<file path="src/rtl/spi_reg_bank.sv">
// Register-bank SPI slave (mode 0, 32-bit frames) sampled in the clk domain.
// Define SPI_REG_BANK_ERRCNT_EN to add the read-only aborted-frame counter at 0x04.
module spi_reg_bank #(
  parameter logic [23:0] MAGIC = 24'hC0FFEE
) (
  input  logic       clk,
  input  logic       rst,
  input  logic       spi_clk,
  input  logic       spi_cs,
  input  logic       spi_mosi,
  output logic       dout,
  output logic [7:0] reg_spi_mux,
  output logic [3:0] reg_led
);

  typedef enum logic [2:0] {WAIT_IDLE, IDLE, CMD, DATA, FULL} state_t;

  state_t      state, state_next;
  logic [2:0]  sclk_sync, cs_sync;
  logic [1:0]  mosi_sync;
  logic        sclk_rise, sclk_fall, cs_rise, cs_fall, mosi;
  logic [5:0]  bit_cnt;
  logic [23:0] shift_in;
  logic [23:0] shift_out;
  logic [7:0]  cmd;
  logic        overrun;
  logic [23:0] scratch;
  logic [6:0]  rd_addr;
  logic [23:0] rd_value;
  logic        commit;
  logic        abort;
`ifdef SPI_REG_BANK_ERRCNT_EN
  logic [7:0]  err_cnt;
`endif

  // Synchronisers are deliberately not reset so a frame in progress at reset
  // keeps cs low and holds the FSM in WAIT_IDLE.
  always_ff @(posedge clk) begin
    sclk_sync <= {sclk_sync[1:0], spi_clk};
    cs_sync   <= {cs_sync[1:0], spi_cs};
    mosi_sync <= {mosi_sync[0], spi_mosi};
  end

  assign sclk_rise = sclk_sync[1] & ~sclk_sync[2];
  assign sclk_fall = ~sclk_sync[1] & sclk_sync[2];
  assign cs_rise   = cs_sync[1] & ~cs_sync[2];
  assign cs_fall   = ~cs_sync[1] & cs_sync[2];
  assign mosi      = mosi_sync[1];

  assign commit = (state == FULL) && cmd[7] && !overrun &&
                  ((cmd[6:0] == 7'h00) || (cmd[6:0] == 7'h01) || (cmd[6:0] == 7'h03));
  assign abort  = (state == CMD) || (state == DATA) || ((state == FULL) && overrun);

  // Address is complete only once the 8th bit arrives, so it is taken from the shifter plus mosi.
  always_comb begin
    rd_addr  = {shift_in[5:0], mosi};
    rd_value = 24'd0;
    case (rd_addr)
      7'h00: rd_value = {20'd0, reg_led};
      7'h01: rd_value = {16'd0, reg_spi_mux};
      7'h02: rd_value = MAGIC;
      7'h03: rd_value = scratch;
`ifdef SPI_REG_BANK_ERRCNT_EN
      7'h04: rd_value = {16'd0, err_cnt};
`endif
      default: rd_value = 24'd0;
    endcase
  end

  always_ff @(posedge clk) begin
    if (rst) state <= WAIT_IDLE;
    else     state <= state_next;
  end

  always_comb begin
    state_next = state;
    case (state)
      WAIT_IDLE: if (cs_sync[1]) state_next = IDLE;
      IDLE:      if (cs_fall) state_next = CMD;
      CMD: begin
        if (cs_rise) state_next = IDLE;
        else if (sclk_rise && bit_cnt == 6'd7) state_next = DATA;
      end
      DATA: begin
        if (cs_rise) state_next = IDLE;
        else if (sclk_rise && bit_cnt == 6'd31) state_next = FULL;
      end
      FULL:      if (cs_rise) state_next = IDLE;
      default:   state_next = WAIT_IDLE;
    endcase
  end

  // A cs rising edge takes priority over any spi_clk edge seen in the same cycle.
  always_ff @(posedge clk) begin
    if (rst) begin
      bit_cnt     <= 6'd0;
      shift_in    <= 24'd0;
      shift_out   <= 24'd0;
      cmd         <= 8'd0;
      overrun     <= 1'b0;
      dout        <= 1'b0;
      reg_led     <= 4'd0;
      reg_spi_mux <= 8'd0;
      scratch     <= 24'd0;
`ifdef SPI_REG_BANK_ERRCNT_EN
      err_cnt     <= 8'd0;
`endif
    end else if (state != WAIT_IDLE) begin
      if (cs_rise) begin
        dout <= 1'b0;
        if (commit) begin
          case (cmd[6:0])
            7'h00:   reg_led     <= shift_in[3:0];
            7'h01:   reg_spi_mux <= shift_in[7:0];
            7'h03:   scratch     <= shift_in;
            default: ;
          endcase
        end
`ifdef SPI_REG_BANK_ERRCNT_EN
        if (abort && err_cnt != 8'hFF) err_cnt <= err_cnt + 8'd1;
`endif
      end else begin
        case (state)
          IDLE: begin
            if (cs_fall) begin
              bit_cnt   <= 6'd0;
              shift_in  <= 24'd0;
              shift_out <= 24'd0;
              cmd       <= 8'd0;
              overrun   <= 1'b0;
              dout      <= 1'b0;
            end
          end
          CMD: begin
            if (sclk_rise) begin
              shift_in <= {shift_in[22:0], mosi};
              bit_cnt  <= bit_cnt + 6'd1;
              if (bit_cnt == 6'd7) begin
                cmd <= {shift_in[6:0], mosi};
                if (!shift_in[6]) shift_out <= rd_value;
              end
            end
          end
          DATA: begin
            if (sclk_rise) begin
              shift_in <= {shift_in[22:0], mosi};
              bit_cnt  <= bit_cnt + 6'd1;
            end else if (sclk_fall && !cmd[7]) begin
              dout      <= shift_out[23];
              shift_out <= {shift_out[22:0], 1'b0};
            end
          end
          FULL: begin
            if (sclk_rise) overrun <= 1'b1;
            else if (sclk_fall) dout <= 1'b0;
          end
          default: ;
        endcase
      end
    end
  end

endmodule

</file>
<file path="config.mk">
export PLATFORM = sky130hd
export DESIGN_NAME = spi_reg_bank
export DESIGN_NICKNAME = d
export VERILOG_FILES = /design/src/rtl/spi_reg_bank.sv
export SDC_FILE = /design/constraint.sdc
export NUM_CORES = 1
export LEC_CHECK = 0
export BUFFER_PORTS_ARGS = -buffer_cell sky130_fd_sc_hd__buf_4
export CAP_MARGIN = 0
export CELL_PAD_IN_SITES_DETAIL_PLACEMENT = 2
export CELL_PAD_IN_SITES_GLOBAL_PLACEMENT = 2
export CORE_MARGIN = 10
export CORE_UTILIZATION = 42
export DETAILED_ROUTE_END_ITERATION = 8
export HOLD_SLACK_MARGIN = 0.02
export PLACE_DENSITY = 0.88
export SYNTH_ARGS = -nofsm -noshare
export SYNTH_HDL_FRONTEND = slang
export SYNTH_SLANG_ARGS = --single-unit
</file>
<file path="constraint.sdc">
create_clock -name clk -period 3.5 [get_ports clk]
set_input_delay 0.35 -clock clk [delete_from_list [all_inputs] [get_ports clk]]
set_output_delay 0.35 -clock clk [all_outputs]
set_load 0.01 [all_outputs]
</file>
* Word-level counts from Yosys, hierarchy flattened
Index checks and enable logic that the tools add are counted.
** Cells by class
- Muxes and demuxes :: 34
- Equality and inequality tests :: 28
- Add/sub/neg operators :: 1
- Bitwise logic cells :: 9
- Reductions and logical operators :: 29
** Operator list (count)
- 2-to-1 mux 24 bit :: 7
- case mux 24 bit (4 select lines) :: 1
- case mux 24 bit (3 select lines) :: 1
- case mux 24 bit (2 select lines) :: 1
- 2-to-1 mux 8 bit :: 3
- equality test 7 x 2 -> 1 bit (second input constant) :: 3
- 2-to-1 mux 3 bit :: 7
- case mux 8 bit (2 select lines) :: 1
- case mux 3 bit (5 select lines) :: 1
- AND reduction 5 bit :: 3
- equality test 7 x 1 -> 1 bit (second input constant) :: 2
- zero test 7 bit :: 2
- != test 2 bit (second input constant) :: 7
- 2-to-1 mux 6 bit :: 2
- != test 3 bit (second input constant) :: 4
- case mux 6 bit (2 select lines) :: 1
- AND reduction 4 bit :: 3
- != test 3 x 2 -> 1 bit (second input constant) :: 3
- AND reduction 9 bit :: 1
- 2-to-1 mux 1 bit :: 7
- AND reduction 7 bit :: 1
- adder 6 x 1 -> 6 bit (second input constant) :: 1
- equality test 3 x 2 -> 1 bit (second input constant) :: 2
- equality test 6 x 3 -> 1 bit (second input constant) :: 1
- other kinds (17) :: 36
** Word-level totals
- Bits in registers :: 111
- Bits of input ports :: 5
- Word-level logic and storage cells :: 114
- Output and inout bits :: 13

* Logic depth before layout (Yosys ltp)
- Word-level depth :: 7
- Mapped depth :: 8

* Worst setup path before layout
Ideal clock, no wire load.
- Path kind :: reg-to-reg
- Start :: register cs_sync[1]
- End :: register scratch[17]
- Buffers on the path :: 2
- Arrival :: 1.720 ns
- Clock period less this slack :: 1.848 ns
- Stages on the path, launching flop included :: 8
- Setup slack :: 1.652 ns
- Path through :: dfxtp_1 > ha_1 > clkbuf_1 > and4bb_2 > nand4_2 > buf_2 > mux2i_1 > nor2_1
** Between the ends
- Longest elaborated chain between the ends :: 2
** RTL lines
- from (decl) :: RTL line 19 : logic [2:0] sclk_sync, cs_sync;
- from (signal assigned) :: RTL line 40 : cs_sync <= {cs_sync[1:0], spi_cs};
- AND 1 bit :: RTL line 46 : assign cs_rise = cs_sync[1] & ~cs_sync[2];
- AND reduction 4 bit (no source line)
- to (signal assigned) :: RTL line 115 : 7'h03: scratch <= shift_in;
- to (decl) :: RTL line 27 : logic [23:0] scratch;
Every way passes these cells.
A chain may end at the register's enable or synchronous reset.

* Worst setup path in the final report
- Start :: register state[0]
- End :: register reg_spi_mux[5]
** Between the ends
- Longest elaborated chain between the ends :: 5
- Elaborated cells between the ends (all ways) :: 6
- Those cells by class :: eq/ne (1); reduce/logical (5)
** RTL lines
- from (decl) :: RTL line 18 : state_t state, state_next;
- from (signal assigned) :: RTL line 72 : else state <= state_next;
- equality test 3 bit :: RTL line 50 : assign commit = (state == FULL) && cmd[7] && !overrun &&
- logical AND 1 bit (3 in series) :: RTL line 50
- AND reduction 4 bit (no source line) (*)
- to (signal assigned) :: RTL line 114 : 7'h01: reg_spi_mux <= shift_in[7:0];
- to (decl) :: RTL line 12 : output logic [7:0] reg_spi_mux,
Every way passes the cells marked *; elsewhere a longest branch is shown, timed or not.

==> summary.md <==
| Metric | Value |
|---|---|
| Predominant post-synthesis flop cell | `dfxtp_1` |
| Total setup buffers inserted after CTS | `0` |
| Leakage power | `2.18 nW` |
| Final min period | `2.49 ns` |
| Initial antenna violation count | `0` |
| Worst setup SP type | `register` |
| Syn Inst Count | `579` |
| Die Height | `130 um` |
| Status | `completed` |
| Switch share | `26.3%` |
| Cell Area, Synth | `0.00510 mm^2` |
| Final ANT Viol Nets | `0` |
| Worst r2r dst | `reg_spi_mux[5]` |
| Crit Path Class | `register to register` |
| Slew margin rel. | `32.3%` |
| Clk Latency, worst-skew pair | `0.36 ns` |
| Layout cell share with drive strength beyond 1 | `10.7%` |
| P_sw | `0.000682 W` |
| GP Congestion | `0.801` |
| # IOs | `18` |
| Final setup margin | `1.01 ns` |
| Post-synth top area share | `43.6%` |
| Largest net degree at the start of global routing | `84` |
| Ys async rst share | `0%` |
| Clk_skew | `0.00996 ns` |
| Crit path DAT | `2.70 ns` |
| Clock root cell | `clkbuf_16` |
| H-Tree Level Count | `3` |
| Cell variety after synth | `61` |
| Post-route insts no fill | `718` |
| Clock sink total | `111` |
| Synth Register Bits | `111` |
| Worst r2r src | `state[0]` |
| # rows | `40` |
| Avg Vias per Cell | `6.21` |
| RSZ-0062 raised after global routing | `no` |
| First-pass GRT wire length | `27.9 mm` |
| Hold slack final | `0.0916 ns` |
| Pre-CTS WS | `1.11 ns` |
| Ranking of synthesized cells by area | `dfxtp_1, mux2i_1, a21oi_1` |
| R2R cell count | `5` |
| Crit-path max FO | `28` |
| Post-CTS sizing | `0` |
| Clock power frac | `40.0%` |
| CTS tree | `yes` |
| Hold Buf Count CTS | `0` |
| Logic pwr share | `9.6%` |
| Largest area contributor in the netlist | `dfxtp_1` |
| Sequential power share | `50.4%` |
| Clock buffer depth | `2` |
| Number of I/O port buffers | `17` |
| Hold Vio Cnt, Final | `0` |
| Final period utilization | `71.2%` |
| Syn Nets | `587` |
| Initial core utilization | `42.6%` |
| GRT overflow | `0` |
| Post-DP HPWL | `11.0 mm` |
| P_int | `0.00191 W` |
| Via count | `4459` |
| Hold Path Origin | `spi_mosi` |
| Clk slew on worst S/H paths | `0.07 ns` |
| Worst Tran Pin Value | `1.01 ns` |
| Power per Cell Area | `469 mW/mm^2` |
| Drc violations | `0` |
| Synth Warn # | `0` |
| Layout area overhead | `8.49%` |
| First DRT Iteration DRCs | `318` |
| Overall routed net length | `17.2 mm` |
| CP Capture Type | `register` |
| Sequential area share after synthesis | `43.6%` |
| Peak VDD IR | `0.262 mV` |
| MaxCap Viol Count | `0` |
| WL per Instance | `23.9 um` |
| Worst Hold Path EP | `mosi_sync[0]` |
| Area of the die | `0.0169 mm^2` |
| Diodes inserted | `0` |
| Final Power | `0.00259 W` |
| Final setup viols | `0` |
| Syn_area_per_cell | `8.81 um^2` |
| DIE WIDTH | `130 um` |
| WP data required | `3.71 ns` |
| # placed instances | `703` |
| Final Max Slew Viols | `0` |
| Total GRT Usage | `21.2%` |
| Worst R2R Setup Slack | `1.01 ns` |
| Max Clk Rate | `0.402 GHz` |
| Post-synth EDFFs | `0` |
| Total CTS buffers | `9` |
| Min-Delay Path Class | `input port to register` |
| Post-Route Setup TNS | `0 ns` |
| DRT Pass-1 Iters | `5` |
| Area of the core | `0.0120 mm^2` |
| Final net count | `575` |
| Worst Hold Depth | `1` |
| Vias in the first global route | `4807` |
[cells in the final DEF (no fill, tap or decap), types with 4 or more instances in the layout]
| master | n |
|---|---|
| o41ai_1 | 7 |
| o21ai_0 | 20 |
| clkbuf_16 | 9 |
| nand3_1 | 44 |
| dfxtp_1 | 111 |
| and3b_1 | 6 |
| mux2i_1 | 51 |
| nand2b_1 | 9 |
| buf_4 | 23 |
| a41oi_1 | 7 |
| a211oi_1 | 5 |
| a21oi_1 | 49 |
| a2bb2oi_1 | 7 |
| inv_1 | 15 |
| nor2_1 | 48 |
| nand4_1 | 12 |
| nand2_1 | 64 |
| nor4_1 | 4 |
[cell type report]
type                            count  area (um^2)
Fill cell                        1284         6430
Multi-Input combinational cell    407         2610
Sequential cell                   111         2220
Clock buffer                       10          229
Tap cell                          147          184
Timing Repair Buffer               23          173
Clock inverter                      5         60.1
Inverter                           15         56.3
[worst max-delay path by stage]
stage / start / to / slack (ns)
global placement: rst / bit_cnt[3] / 1.26
detailed placement: state[1] / shift_out[1] / 1.11
global route: state[1] / shift_out[3] / 0.87
finish: state[0] / reg_spi_mux[5] / 1.01
CTS: state[0] / reg_spi_mux[5] / 1.03
floorplan: cs_sync[1] / scratch[17] / 1.65
[cells in the mapped netlist, types with 4 or more instances]
cell type,count
nand2_1,64
inv_1,15
and3b_1,6
clkbuf_1,31
nand2b_1,9
a21oi_1,49
a211oi_1,5
a2bb2oi_1,7
nand3_1,44
nor2_1,48
a41oi_1,7
nand4_1,12
o21ai_0,20
dfxtp_1,111
mux2i_1,51
nor4_1,4
buf_2,13
o41ai_1,7
[per-layer routing]
metal / global-route usage (%) / vias to the layer above / wire [um] / part of all wire (%)
met4: 7.47 / 0 / 363 / 2.1
li1: - / 2056 / - / -
met2: 35.2 / 107 / 8410 / 49
met3: 4.42 / 31 / 803 / 4.7
met1: 26.5 / 2265 / 7580 / 44
met5: 0 / - / 0 / 0
[registers in the layout (all words and copies together) (netlist names)]
signal       cells
bit_cnt          6
cmd              8
cs_sync          3
dout             1
mosi_sync        2
overrun          1
reg_led          4
reg_spi_mux      8
sclk_sync        3
scratch         24
shift_in        24
shift_out       24
state            3
[through the flow]
| step | instance area [um^2] | util, % |
|---|---|---|
| floorplan | 5100 | - |
| global placement | 5240 | 43.8 |
| detailed placement | 5240 | 43.8 |
| CTS | 5530 | 46.2 |
| global route | 5530 | 46.2 |
| finish | 5530 | 46.2 |
[power groups by stage]
stage / combinational, W / clock [W] / sequential, W
3_3_place_gp: 0.000232 / 0 / 0.00133
4_1_cts: 0.000245 / 0.00106 / 0.00131
3_5_place_dp: 0.000241 / 0 / 0.00134
6_report: 0.000248 / 0.00104 / 0.00131
2_1_floorplan: 0.000201 / 0 / 0.00132
5_1_grt: 0.000268 / 0.00112 / 0.00131
[critical path: stages (launching register included)]
cell	delay (ns)
dfxtp_1	0.49
buf_4	0.33
nor3b_2	0.57
nand4_1	0.46
o21ai_0	0.39
a21oi_1	0.10
[logic make-up (layout without fill, tap and decap cells)]
kind of cell	after synthesis	in the layout	synth area share, %
multiplexers	54	54	10.7
adder cells (fa/ha/maj)	3	3	0.736
AO/OA/AOI/OAI	126	126	17.0
buffers and inverters	61	53	5.28
flip-flops	111	111	43.6
AND/OR/NAND/NOR	221	221	22.3
XOR/XNOR	3	3	0.515
Note: power is estimated with default switching activity, not from simulation.
